### src/rtl/rtc_time_keeper.sv
// 24-hour real-time clock core with 12/24-hour display decode, a validated time load
// and a one-shot daylight-saving jump.
module rtc_time_keeper #(
  parameter int TICKS_PER_SEC = 1000,
  parameter int MS_W          = $clog2(TICKS_PER_SEC),
  parameter int DST_HOUR      = 2
) (
  input  logic              kh_clk,
  input  logic              reset_n,
  input  logic              tick_en,
  input  logic              mode_24,
  input  logic [1:0]        dst_mode,
  input  logic              set_valid,
  output logic              set_ready,
  input  logic [4:0]        set_hr,
  input  logic [5:0]        set_min,
  input  logic [5:0]        set_sec,
  output logic              set_err,
  output logic [16+MS_W:0]  disp_time,
  output logic              pm,
  output logic              dst_applied
);

  // state     | meaning
  // S_IDLE    | no DST adjustment requested
  // S_ARMED   | waiting for the DST_HOUR rollover
  // S_DONE    | jump taken, held until dst_mode returns to none
  typedef enum logic [1:0] {S_IDLE, S_ARMED, S_DONE} dst_state_t;

  localparam logic [MS_W-1:0] SUB_MAX   = MS_W'(TICKS_PER_SEC - 1);
  localparam logic [MS_W-1:0] SUB_ONE   = MS_W'(1);
  localparam logic [4:0]      HR_TRIG   = 5'(DST_HOUR - 1);
  localparam logic [4:0]      HR_SPRING = 5'(DST_HOUR + 1);
  localparam logic [4:0]      HR_FALL   = 5'(DST_HOUR - 1);

  dst_state_t      r_state;
  logic [4:0]      r_hr;
  logic [5:0]      r_min;
  logic [5:0]      r_sec;
  logic [MS_W-1:0] r_sub;
  logic            r_ready;
  logic            r_set_err;
  logic            r_dst_applied;
  logic            r_pm;

  logic            w_dst_on;
  logic            w_load;
  logic            w_set_ok;
  logic            w_load_ok;
  logic            w_trigger;
  logic            w_jump;
  logic [4:0]      w_hr_n;
  logic [5:0]      w_min_n;
  logic [5:0]      w_sec_n;
  logic [MS_W-1:0] w_sub_n;
  logic [4:0]      w_hr_disp;

  assign w_dst_on  = (dst_mode == 2'b01) || (dst_mode == 2'b10);
  assign w_load    = set_valid && r_ready;
  assign w_set_ok  = (set_hr <= 5'd23) && (set_min <= 6'd59) && (set_sec <= 6'd59);
  assign w_load_ok = w_load && w_set_ok;
  // The tick that would land exactly on DST_HOUR:00:00.000.
  assign w_trigger = tick_en && (r_sub == SUB_MAX) && (r_sec == 6'd59) &&
                     (r_min == 6'd59) && (r_hr == HR_TRIG);
  assign w_jump    = (r_state == S_ARMED) && w_dst_on && w_trigger && !w_load_ok;

  always_comb begin
    w_hr_n  = r_hr;
    w_min_n = r_min;
    w_sec_n = r_sec;
    w_sub_n = r_sub;
    if (w_load_ok) begin
      w_hr_n  = set_hr;
      w_min_n = set_min;
      w_sec_n = set_sec;
      w_sub_n = '0;
    end else if (tick_en) begin
      if (r_sub == SUB_MAX) begin
        w_sub_n = '0;
        if (r_sec == 6'd59) begin
          w_sec_n = 6'd0;
          if (r_min == 6'd59) begin
            w_min_n = 6'd0;
            w_hr_n  = (r_hr == 5'd23) ? 5'd0 : r_hr + 5'd1;
          end else begin
            w_min_n = r_min + 6'd1;
          end
        end else begin
          w_sec_n = r_sec + 6'd1;
        end
      end else begin
        w_sub_n = r_sub + SUB_ONE;
      end
      // Lower fields already roll to zero at the trigger, so only the hour is overridden.
      if (w_jump) w_hr_n = (dst_mode == 2'b01) ? HR_SPRING : HR_FALL;
    end
  end

  always_ff @(posedge kh_clk or negedge reset_n) begin
    if (!reset_n) begin
      r_state       <= S_IDLE;
      r_hr          <= 5'd0;
      r_min         <= 6'd0;
      r_sec         <= 6'd0;
      r_sub         <= '0;
      r_pm          <= 1'b0;
      r_ready       <= 1'b0;
      r_set_err     <= 1'b0;
      r_dst_applied <= 1'b0;
    end else begin
      r_hr          <= w_hr_n;
      r_min         <= w_min_n;
      r_sec         <= w_sec_n;
      r_sub         <= w_sub_n;
      r_pm          <= (w_hr_n >= 5'd12);
      r_ready       <= 1'b1;
      r_set_err     <= w_load && !w_set_ok;
      r_dst_applied <= w_jump;
      case (r_state)
        S_IDLE:  if (w_dst_on) r_state <= S_ARMED;
        S_ARMED: begin
          if (!w_dst_on)   r_state <= S_IDLE;
          else if (w_jump) r_state <= S_DONE;
        end
        S_DONE:  if (!w_dst_on) r_state <= S_IDLE;
        default: r_state <= S_IDLE;
      endcase
    end
  end

  always_comb begin
    w_hr_disp = r_hr;
    if (!mode_24) begin
      if (r_hr == 5'd0)       w_hr_disp = 5'd12;
      else if (r_hr > 5'd12)  w_hr_disp = r_hr - 5'd12;
    end
  end

  assign disp_time   = {w_hr_disp, r_min, r_sec, r_sub};
  assign pm          = r_pm;
  assign set_ready   = r_ready;
  assign set_err     = r_set_err;
  assign dst_applied = r_dst_applied;

endmodule
### config.mk
export PLATFORM = sky130hd
export DESIGN_NAME = rtc_time_keeper
export DESIGN_NICKNAME = d
export VERILOG_FILES = /design/src/rtl/rtc_time_keeper.sv
export SDC_FILE = /design/constraint.sdc
export NUM_CORES = 1
export LEC_CHECK = 0
export BUFFER_PORTS_ARGS = -buffer_cell sky130_fd_sc_hd__buf_2
export CAP_MARGIN = 20
export CORE_UTILIZATION = 32
export CTS_BUF_LIST = sky130_fd_sc_hd__clkbuf_4 sky130_fd_sc_hd__clkbuf_8
export DETAILED_ROUTE_END_ITERATION = 7
export MAX_ROUTING_LAYER = met4
export PLACE_DENSITY = 0.52
export REMOVE_ABC_BUFFERS = 1
export SKIP_CTS_REPAIR_TIMING = 1
export SYNTH_ARGS = -nofsm -noshare
export SYNTH_HDL_FRONTEND = slang
export SYNTH_SLANG_ARGS = --single-unit
### constraint.sdc
create_clock -name kh_clk -period 2.4 [get_ports kh_clk]
set_input_delay 0.12 -clock kh_clk [delete_from_list [all_inputs] [get_ports kh_clk]]
set_output_delay 0.12 -clock kh_clk [all_outputs]
set_load 0.02 [all_outputs]
### Word-level counts from Yosys, hierarchy flattened

Cells that the tools add are included.

* output and inout port bits: 31
* word-level logic and storage cells: 82
* register bits: 33

* muxes and demuxes: 28
* eq/ne operators: 12
* $lt $le $gt $ge: 5
* add/subtract/negate cells: 5
* reductions and logical operators: 23

Operators by type and width (count)
* 2-to-1 mux 6 bit: 9
* 2-to-1 mux 5 bit: 10
* 2-to-1 mux 10 bit: 3
* adder 6 x 1 -> 6 bit (second input constant): 2
* == test 6 bit (second input constant): 2
* <= comparator 6 bit (second input constant): 2
* logical AND 1 bit: 12
* adder 10 x 1 -> 10 bit (second input constant): 1
* == test 10 bit (second input constant): 1
* 2-to-1 mux 2 bit: 5
* case mux 2 bit (3 select lines): 1
* AND reduction 3 bit: 2
* nonzero test 2 bit: 3
* adder 5 x 1 -> 5 bit (second input constant): 1
* == test 5 x 1 -> 1 bit (second input constant): 1
* == test 5 bit (second input constant): 1
* >= comparator 5 x 4 -> 1 bit (second input constant): 1
* greater-than comparator 5 x 4 -> 1 bit (second input constant): 1
* <= comparator 5 bit (second input constant): 1
* logical NOT 5 bit: 1
* subtractor 5 x 4 -> 5 bit (second input constant): 1
* == test 2 x 1 -> 1 bit (second input constant): 2
* == test 2 bit (second input constant): 2
* != test 2 bit (second input constant): 2
* 5 further kinds: 6

### Logic depth before layout (Yosys ltp)

* depth in word-level cells: 11
* mapped depth: 7
* gate-level depth less buffers: 7

### Worst setup path before layout

Ideal clock, no wire load.

* path type: reg2reg
* start point: reg r_min[0]
* end point: reg r_pm (netlist: pm)
* required time: 2.280 ns
* path buffers: 0
* stages on the path, launching flop included: 7
* arrival: 2.009 ns
* slack: 0.271 ns
* setup time: 0.120 ns
* path through: dfrtp_1 ha_1 nand4_1 or4_1 o31ai_2 o211ai_1 a31o_1

* cells in the longest elaborated chain, start to end: 9
* elaborated cells on any way between the ends: 12
* those cells by class: order compare: 1; eq/ne: 1; mux: 6; reduce/logical: 4

RTL lines
* from (decl): RTL line 38 `logic [5:0] r_min;`
* from (signal assigned): RTL line 112 `r_min <= w_min_n;`
* == test 6 bit *: RTL line 64, 82
* branches (longest 4 deep; another with 2-to-1 mux 5 bit)
* 2-to-1 mux 5 bit *: RTL line 95 `if (w_jump) w_hr_n = (dst_mode == 2'b01) ? HR_SPRING : HR_FALL;`
* 2-to-1 mux 5 bit *: RTL line 77 `end else if (tick_en) begin`
* 2-to-1 mux 5 bit *: RTL line 72 `if (w_load_ok) begin`
* >= comparator 5 x 4 -> 1 bit *: RTL line 115 `r_pm <= (w_hr_n >= 5'd12);`
* to (signal assigned): RTL line 115
* to (decl): RTL line 44 `logic r_pm;`

Every way passes the cells marked *.
A chain may end at the register's enable or synchronous reset.

### Final worst setup path

Ends and elaborated chain as after synthesis.

==> out/qor.csv <==
stage;metric;value;unit
timing;setup_viol;0;
setup_path;path_cells;ha_1 > nand4_1 > or4_1 > o31ai_2 > o211ai_1 > a31o_1;
synthesis;synth_top_cells_by_count;dfrtp_1, nand2_1, nor2_1, o21ai_0;
timing;fin_worst_skew;0.00854;ns
global_routing;track_usage;16.2;%
routing;vias;1951;
synthesis;yosys.area.top_type;dfrtp_1;
synthesis;synth_flop_cell;dfrtp_1;
synthesis;synth_most_common_cell;dfrtp_1;
cells_and_area;fin_util;40.4;%
synthesis;post_synth_instance_area;2090;um2
timing;final_max_slew_viol_count;0;
setup_path;cp_slowest_cell;or4_1;
placed_design;dpl.cell_count;356;
power_and_ir_drop;finalPower;2.00;mW
setup_path;worstPathMaxFanout;5;
cells_and_area;n_fill_cell;682;
floorplanning;die_area;6860;um2
cells_and_area;synthToLayoutAreaGrowth;21.9;%
hold_path;hold_class;primary input to flop;
global_routing;busiest_layer;met2;
outcome;status;finished, final reports clean;
routing;route.antenna.remaining_nets;0;
synthesis;synth_cell_type_count;51;
synthesis;synth_enable_flop_cells;0;
timing;finalCriticalPeriod;2.21;ns
synthesis;yosysWarnings;0;
floorplanning;core;6310;um2
routing;finalWirelength;5310;um
power_and_ir_drop;p_per_area;783;nW/um2
placed_design;place_congestion;0.839;
power_and_ir_drop;power_leakage;1.15;nW
setup_path;crit_arrival;2.38;ns
timing;maxSlewHeadroom;48.8;%
setup_path;worstSetupEndpointType;flop;
timing;fmaxAchievable;0.453;GHz
global_routing;grt_util_met1;20.8;%
power_and_ir_drop;irDropWorstVdd;0.359;mV
cells_and_area;diodes;0;
floorplanning;rows;29;
synthesis;synth_top_cell_area_share;39.5;%
routing;drc;0;
cts;cts_root_buffer;clkbuf_8;
cells_and_area;layout-drive-gt1-share;26.0;%
placed_design;post-place-ws;0.210;ns
floorplanning;initial_core_util;33.1;%
cts;clock_sinks;33;
setup_path;crit_required;2.58;ns
timing;setup_tns;0;ns
cts;cts_tree;built;
timing;worstMarginPinSlew;0.768;ns
timing;fin_ws;0.194;ns
timing;timing.final.crit_share;91.9;%
setup_path;path_buf_inv;0;
global_routing;grt_max_degree;34;
cts;h-tree-depth;2;
synthesis;synth_seq_cells;33;
setup_path;cpPeakStageDelay;0.63;ns
synthesis;synth-async-reset-ratio;100;%
floorplanning;die_h;82.8;um
routing;first_iter_violations;78;
global_routing;use_met2;25.9;%
global_routing;grt-ovfl-total;0;
synthesis;synth.yosys.seq_area_share;39.5;%
timing;final_hold_viol_count;0;
setup_path;r2r_slack;0.19;ns
cells_and_area;fin_cells;365;
job;maxCapViolCount;0;
cts;clock_latency;0.29;ns
synthesis;syn_avg_cell_area;9.17;um2
cells_and_area;multiInputGateArea;1180;um2
setup_path;startpoint_type;flop;
global_routing;grt_pass1_wl;8780;um
cells_and_area;regArea;826;um2
global_routing;grt_pass1_vias;1784;
cts;clk_pin_slew;0.07;ns
floorplanning;pin_count;55;
setup_path;path_delay_family;simple AND/OR/NAND/NOR gates;
routing;wire_per_inst;14.5;um
routing;dr.pass1.iters;6;
cts;ctsLongestPathBuffers;2;
setup_path;critPathKind;flop to flop;
placed_design;io_buffers;54;
synthesis;synth_cells;228;
floorplanning;dieWidth;82.8;um
synthesis;yosys-top-cells-area;dfrtp_1, ha_1, nand2_1, a221o_1, o21ai_0;
placed_design;hpwlAfterDp;3910;um
routing;via_per_inst;5.35;
timing;rsz0062_at_grt;false;
cts;cts_buffers;5;
cells_and_area;nets;321;
global_routing;antenna_found_initial;0;
global_routing;grt.met3_usage;3.28;%
worst reg2reg max path: cells and delay by family (launching register included):
kind,cells,cell delay [ns]
flip-flops,1,0.41
AO/OA/AOI/OAI,3,0.63
AND/OR/NAND/NOR,2,0.80
adder cells (fa/ha/maj),1,0.26
cells in the final DEF (no fill, tap or decap), types with 2 or more instances in the layout:
cell type,Yosys,final
a21o_1,3,3
a21oi_1,9,9
buf_4,0,6
nand3_1,7,7
o21ai_0,15,15
inv_1,10,10
a221o_1,8,8
xor2_1,4,4
xnor2_1,2,2
o21ai_1,2,2
nand2_1,22,22
buf_2,1,54
nand4b_1,5,5
clkinv_2,0,2
clkbuf_8,0,5
nor2_1,19,19
nor3_1,6,6
a31oi_1,2,2
and3_1,6,6
nand3b_1,2,2
o21a_1,2,2
dfrtp_1,33,33
o31ai_2,2,2
nor4_1,3,3
mux2i_1,3,3
ha_1,10,10
nand2b_1,2,2
or4_1,2,2
nand4_1,7,7
and4b_1,3,3
and4_1,2,2
nor4b_1,3,3
o211ai_1,6,6
o311ai_0,2,2
worst paths after layout:
check | startpoint | end | cells after the start
min in group asynchronous | reset_n | set_ready | 2
max | r_min[0] | pm | 6
min | set_hr[0] | r_hr[0] | 3
max reg2reg | r_min[0] | pm | 6
max in group asynchronous | reset_n | r_sub[1] | 2
min reg2reg | r_state[1] | r_state[0] | 1
cells by family (layout without fill, tap and decap cells):
group                      after synthesis  after routing  synth area share, %
and+or+nand+nor                         96             96                 25.5
AOI/OAI and AO/OA                       59             59                 20.2
DFF                                     33             33                 39.5
buffers and inverters                   19             79                 4.19
adders and majority gates               10             10                 5.98
xor gates and xnor gates                 6              6                 2.51
muxes                                    4              4                 1.97
other                                    1              1                0.179
final cells by class:
class	instances	share of cell area, %
Multi-Input combinational cell	176	46.2
Sequential cell	33	32.4
Timing Repair Buffer	61	12.8
Tap cell	77	3.78
Clock buffer	6	2.99
Inverter	10	1.47
Clock inverter	2	0.393
sequential cells by signal, summed over array words and instances (netlist names):
signal       flops
r_sub           10
r_min            6
r_sec            6
r_hr             5
r_state          2
dst_applied      1
pm               1
set_err          1
set_ready        1
stage by stage:
step | hold WS [ns] | instance area [um2]
after CTS | -0.0592 | 2540
after detailed placement | 0.250 | 2450
final | 0.0451 | 2550
after global routing | 0.0572 | 2550
after global placement | 0.244 | 2450
after floorplan | -0.176 | 2040
report_power, final:
part	total [mW]	internal (mW)	switching [mW]
Clock	0.420	0.212	0.208
Combinational	0.735	0.303	0.432
Sequential	0.841	0.677	0.164
Total	2.00	1.19	0.804
layer usage:
metal,wire (um),vias up
met2,2560,34
li1,-,972
met5,0,-
met3,171,6
met1,2540,939
met4,29,0
Power figures use the tool's default switching activity.
